`src/rtl/ballot_collector.sv`:
```
// Four-voter ballot front end: sync, debounce, timed window, ballot emit.
// Define BALLOT_EARLY_CLOSE_EN to close the window as soon as all four lock.
module ballot_collector #(
    parameter int DEB_CYCLES    = 4,
    parameter int WINDOW_CYCLES = 64
) (
    input  logic       clk,
    input  logic       rst_n,
    input  logic       start,
    input  logic [3:0] vote_in,
    output logic [3:0] I,
    output logic       ballot_valid,
    output logic       busy,
    output logic [3:0] locked
);

    localparam int CW = $clog2(DEB_CYCLES + 1);
    localparam int WW = $clog2(WINDOW_CYCLES);

    localparam logic [CW-1:0] DEB_MAX  = CW'(DEB_CYCLES);
    localparam logic [WW-1:0] WIN_LAST = WW'(WINDOW_CYCLES - 1);

    typedef enum logic [1:0] {
        IDLE,
        OPEN,
        EMIT,
        DONE
    } state_t;

    state_t state;
    state_t state_nx;

    logic [3:0]    sync1;
    logic [3:0]    sync2;
    logic [CW-1:0] cnt [4];
    logic [WW-1:0] win;
    logic [3:0]    lock_hit;
    logic [3:0]    locked_nx;
    logic          open_entry;
    logic          emit_entry;

    always_ff @(posedge clk) begin
        if (!rst_n) begin
            sync1 <= '0;
            sync2 <= '0;
        end else begin
            sync1 <= vote_in;
            sync2 <= sync1;
        end
    end

    // Counters keep running outside OPEN; only the lock update is gated.
    always_ff @(posedge clk) begin
        for (int i = 0; i < 4; i++) begin
            if (!rst_n || open_entry || !sync2[i]) begin
                cnt[i] <= '0;
            end else if (cnt[i] != DEB_MAX) begin
                cnt[i] <= cnt[i] + 1'b1;
            end
        end
    end

    always_comb begin
        lock_hit = '0;
        for (int i = 0; i < 4; i++) begin
            lock_hit[i] = (cnt[i] == DEB_MAX);
        end
    end

    always_comb begin
        locked_nx = locked;
        if (open_entry) begin
            locked_nx = '0;
        end else if (state == OPEN) begin
            locked_nx = locked | lock_hit;
        end
    end

    always_comb begin
        state_nx   = state;
        open_entry = 1'b0;
        unique case (state)
            IDLE: begin
                if (start) begin
                    state_nx   = OPEN;
                    open_entry = 1'b1;
                end
            end
            OPEN: begin
                if (win == WIN_LAST) begin
                    state_nx = EMIT;
                end
`ifdef BALLOT_EARLY_CLOSE_EN
                else if (locked == 4'b1111) begin
                    state_nx = EMIT;
                end
`endif
            end
            EMIT: begin
                state_nx = DONE;
            end
            DONE: begin
                if (start) begin
                    state_nx   = OPEN;
                    open_entry = 1'b1;
                end
            end
            default: begin
                state_nx = IDLE;
            end
        endcase
    end

    assign emit_entry = (state == OPEN) && (state_nx == EMIT);

    always_ff @(posedge clk) begin
        if (!rst_n) begin
            state <= IDLE;
        end else begin
            state <= state_nx;
        end
    end

    always_ff @(posedge clk) begin
        if (!rst_n || open_entry) begin
            win <= '0;
        end else if (state == OPEN && win != WIN_LAST) begin
            win <= win + 1'b1;
        end
    end

    always_ff @(posedge clk) begin
        if (!rst_n) begin
            locked <= '0;
        end else begin
            locked <= locked_nx;
        end
    end

    // Ballot sees a lock that completes on the closing edge itself.
    always_ff @(posedge clk) begin
        if (!rst_n) begin
            I <= '0;
        end else if (emit_entry) begin
            I <= locked_nx;
        end
    end

    assign ballot_valid = (state == EMIT);
    assign busy         = (state == OPEN) || (state == EMIT);

endmodule

```
`config.mk`:
```
export PLATFORM = sky130hd
export DESIGN_NAME = ballot_collector
export DESIGN_NICKNAME = d
export VERILOG_FILES = /design/src/rtl/ballot_collector.sv
export SDC_FILE = /design/constraint.sdc
export NUM_CORES = 1
export LEC_CHECK = 0
export CAP_MARGIN = 25
export CORE_MARGIN = 1
export CORE_UTILIZATION = 45
export CTS_BUF_LIST = sky130_fd_sc_hd__clkbuf_4 sky130_fd_sc_hd__clkbuf_8 sky130_fd_sc_hd__clkbuf_16
export CTS_CLUSTER_SIZE = 28
export DETAILED_ROUTE_END_ITERATION = 7
export PLACE_DENSITY_LB_ADDON = 0.08
export SETUP_SLACK_MARGIN = 0.3
export SLEW_MARGIN = 20
export SYNTH_ARGS = -nofsm -noshare
export SYNTH_HDL_FRONTEND = slang
export SYNTH_SLANG_ARGS = --single-unit
```
`constraint.sdc`:
```
create_clock -name clk -period 1.7 [get_ports clk]
set_input_delay 0.255 -clock clk [delete_from_list [all_inputs] [get_ports clk]]
set_output_delay 0.255 -clock clk [all_outputs]
set_load 0.02 [all_outputs]
```
Word-level counts from Yosys, hierarchy flattened
Memory sizes are Yosys's and may differ from the RTL's.
Index checks and enable logic that the tools add are counted.
Storage, ports and cells
  bits in registers: 24
  memory bits (writable): 12
  input port bits: 7
  output and inout port bits: 10
  logic and storage cells: 77
  memories kept: 1
Cells by class
  add/sub/neg operators: 5
  eq/ne operators: 14
  multiplexer cells: 31
  bitwise logic cells: 5
  reduce and logical (&&, ||, !) cells: 15
Memory list
  cnt: depth 4, bits a word 3, read ports 4, clocked after memory_dff 0, write ports 4, RTL line 35  | logic [CW-1:0] cnt [4];
Operators with widths (count)
  $mux W1: 22
  $add A3 B1 Y3 const B: 4
  $eq A3 B3 Y1 const B: 4
  $mux W3: 4
  $ne A3 B3 Y1 const B: 4
  $mux W4: 2
  $add A6 B1 Y6 const B: 1
  $eq A2 B2 Y1 const B: 3
  $eq A6 B6 Y1 const B: 1
  $logic_or A1 B1 Y1: 6
  $ne A6 B6 Y1 const B: 1
  $pmux W2 S3: 1
  $logic_not A1 Y1: 5
  $mux W2: 2
  $or A1 B1 Y1: 4
  $or A4 B4 Y4: 1
  $eq A2 B1 Y1 const B: 1
  $logic_and A1 B1 Y1: 2
  $logic_not A2 Y1: 1
  $reduce_or A2 Y1: 1

Depth between registers and ports, before layout
  word-level depth: 8
  depth in mapped cells: 8

Worst setup path after synthesis
OpenSTA, ideal clock, no wires.
  path kind: reg-to-reg
  start point: register state[0]
  end point: memory cnt[0][0] (netlist bit), enable pin
  library setup time: 0.306 ns
  arrival: 1.374 ns
  path slack: 0.020 ns
  cell stages (with the launch flop): 8
  period minus slack after synthesis: 1.680 ns
  cell sequence: dfxtp_1 > inv_1 > ha_1 > nand2_1 > and2_2 > buf_2 > buf_4 > nand3_1
RTL lines
  from (decl): RTL line 30  | state_t state;
  from (signal assigned): RTL line 120  | state <= state_nx;
  to (decl): RTL line 35

Worst setup path after layout
  start point: register state[0]
  end point: output port busy
On the way
  word-level cells in the longest chain between the ends: 2
  elaborated cells between the ends (all ways): 3
  classes of those cells: eq/ne (2); reduce/logical (1)
Ends and longest elaborated chain
  $eq A2 B1 Y1 / $eq A2 B2 Y1 (equally long branches): RTL line 150  | assign busy = (state == OPEN) || (state == EMIT);
  $logic_or A1 B1 Y1 (*): RTL line 150
  to (decl): RTL line 13  | output logic busy,
Mark *: on every way between the ends. The rest lies on a longest branch, timed or not.

==> flow_summary.ini <==
[outcome]
outcome = complete, no violations

[min_path]
hold_path_class = reg2reg
min_delay_path_depth = 1
holdCritStartpoint = sync1[0]
worstHoldEndpoint = sync2[0]

[placed_design]
place_area_mm2 = 0.00192
gp_congestion = 0.698
port_buffers = 16
dpl_worst_slack_ps = 121
post-place-cells = 231
dp_hpwl_um = 2110

[yosys]
yosys_warnings = 0
syn_area_mm2 = 0.00165
syn-instance-count = 168
ys.flop_type = dfxtp_1
syn-num-nets = 187
synth-edff-count = 12
ys_seq_elements = 36
synth_top_area_share_pct = 29.1
ys_top_cells_by_area = dfxtp_1 29%, edfxtp_1 22%, ha_1 9.1%
synth.distinct_cells = 30
ys_async_sr_fraction_pct = 0
yosysTopAreaCell = dfxtp_1
ys_seq_area_share_pct = 51.0
syn_area_per_cell_um2 = 9.82

[timing]
max_slew_margin_pct = 79.8
slew_viol_final = 0
grt_setup_unrepaired = true
hold_viol_final = 0
post-route-period-util_pct = 83.9
clock.fmax_ghz = 0.701
fin_hold_ws_ps = 449
worstMarginPinSlew_ps = 300
tns_ps = 0
setup_ws_ps = 273
setup_viol = 0
fin_skew_ps = 8.23
min_period_ps = 1430

[setup_path]
critPathRequiredTime_ps = 1440
r2r_setup_slack_ps = 280
reg2regPathDepth = 6
r2r-end = win[4]
setup.worst_path.class = reg2out
cp.arrival_ps = 1170
worstPathCellList = inv_2 -> ha_4 -> inv_2 -> buf_6
critPathLaunch = state[0]
crit_top_cell = inv_2
reg2reg_from = state[0]
crit_fanout = 4
cp-end-kind = output pin
max_stage_delay_ps = 340
critPathLaunchType = flip-flop
critPathSlowestCell = dfxtp_2

[power]
power_density_mw_per_mm2 = 733
vdd_drop_max_uv = 469
leakagePower_nw = 0.879

[route]
num_vias = 1203
firstDrtPassIters = 4
antenna_left = 0
routed_via_density = 4.93
drt-wirelength-per-cell_um = 11.7
drt-initial-drc-count = 26
finalWirelength_um = 2860
drc = 0

[clock_tree]
clk_pin_slew_ps = 90
clockBufferDepth = 2
cts_hold_buf = 0
clock_latency_ps = 340
h-tree-depth = 2
cts-buffers-inserted = 5
cts_sinks = 36
root_buffer = clkbuf_4
cts_tree = yes

[global_route]
grt_max_degree = 12
track_usage_pct = 16.5
antenna_found_initial = 0
grt_pass1_vias = 1134
grt-ovfl-total = 0
grt_pass1_wl_um = 4950

[floorplanning]
fp.dieH_um = 62.5
io_pins = 17
die_x_um = 62.5
fp-row-count = 21
start_util_pct = 48.3
dieArea_mm2 = 0.00391
coreArea_mm2 = 0.00342

[run]
cap_violations = 0

[layout]
antenna_cells = 0
layout.nets = 216
final_cell_area_mm2 = 0.00207
layout-drive-gt1-share_pct = 21.2
stdcell_count = 244
area_growth_pct = 25.5
## how the worst max path moves through the flow
stage / to / slack [ps] / cells after the start
after global placement: I[3] / 190 / 5
final: busy / 270 / 4
after global routing: busy / 220 / 4
after detailed placement: I[1] / 120 / 5
after CTS: busy / 100 / 4
after floorplan: cnt[1][2] / 250 / 7
## sequential cells by signal, indices dropped and copies added, names as in the netlist
register  count
I             4
locked        4
sync1         4
sync2         4
cnt          12
win           6
state         2
## cells by family after synthesis
logic type / Yosys count / share of synthesized area (%)
XOR/XNOR: 2 / 1.06
adder cells (fa/ha/maj): 12 / 9.10
AO/OA/AOI/OAI: 21 / 8.12
AND/OR/NAND/NOR: 64 / 19.4
buffers and inverters: 24 / 5.84
flip-flops: 36 / 51.0
multiplexers: 9 / 5.46
## critical path, delay by kind of cell, from the launching register on
kind | cells | cell delay [ps]
buf+inv | 3 | 210
flops | 1 | 340
fa+ha+maj | 1 | 280
## cell usage after synthesis (all sizes together), types with 5 or more instances
library cell and count:
a21oi 7, and2 9, and3 5, dfxtp 24, edfxtp 12, ha 12, inv 20, mux2i 9
nand2 14, nand3 10, nor2 18, o21ai 8
## per-stage QoR
stage	total power [W]	util, %
after floorplan	0.00101	-
after global placement	0.00105	56.3
after detailed placement	0.00106	56.3
after CTS	0.00151	58.3
after global routing	0.00161	60.6
final	0.00152	60.6
## final cells by class
cell class	instances	area [µm²]
flip-flops and latches	36	845
fillers	309	1350
repair buffers	25	214
multi-input cells	109	821
inverters	20	75.1
clock buffers	7	52.6
well taps	46	57.6
clock inverters	1	5.00
## power breakdown
part,switching (W),leakage (nW),internal (W)
combinational,0.0000791,0.498,0.0000778
clock,0.000258,0.0361,0.000193
sequential,0.0000106,0.344,0.000899
total,0.000348,0.879,0.00117
## metal layers
| metal | up-vias | track usage, % | share of wire (%) |
|---|---|---|---|
| met5 | - | 0 | 0 |
| met4 | 0 | 8.72 | 2.2 |
| met3 | 8 | 5.11 | 3.7 |
| met2 | 17 | 27.2 | 49 |
| met1 | 557 | 19.1 | 45 |
| li1 | 621 | - | - |
## cells in the final DEF, fill, tap and decap left out, types with 2 or more instances in the layout
master	netlist	layout
ha_1	12	8
inv_1	20	16
clkbuf_4	0	7
a21oi_1	7	7
nand2_1	13	12
dlygate4sd2_1	0	8
xor2_1	2	2
nand2_2	1	2
o21ai_0	7	6
inv_2	0	4
nand2b_1	4	4
nand3_1	9	5
edfxtp_1	12	12
clkdlybuf4s50_1	0	6
and2_4	0	2
o211ai_1	2	2
buf_4	1	9
mux2i_1	9	9
nor2_1	18	18
and2_1	8	8
dfxtp_1	24	21
ha_4	0	4
dfxtp_2	0	3
and3_1	5	5
nand3_2	1	4
## what timing repair did
item,CTS,global route
pin swaps,0,4
gates resized for setup,17,16
setup endpoints to repair,16,36
gates cloned,1,0
setup buffers,0,4
(Power assumes the default switching activity.)
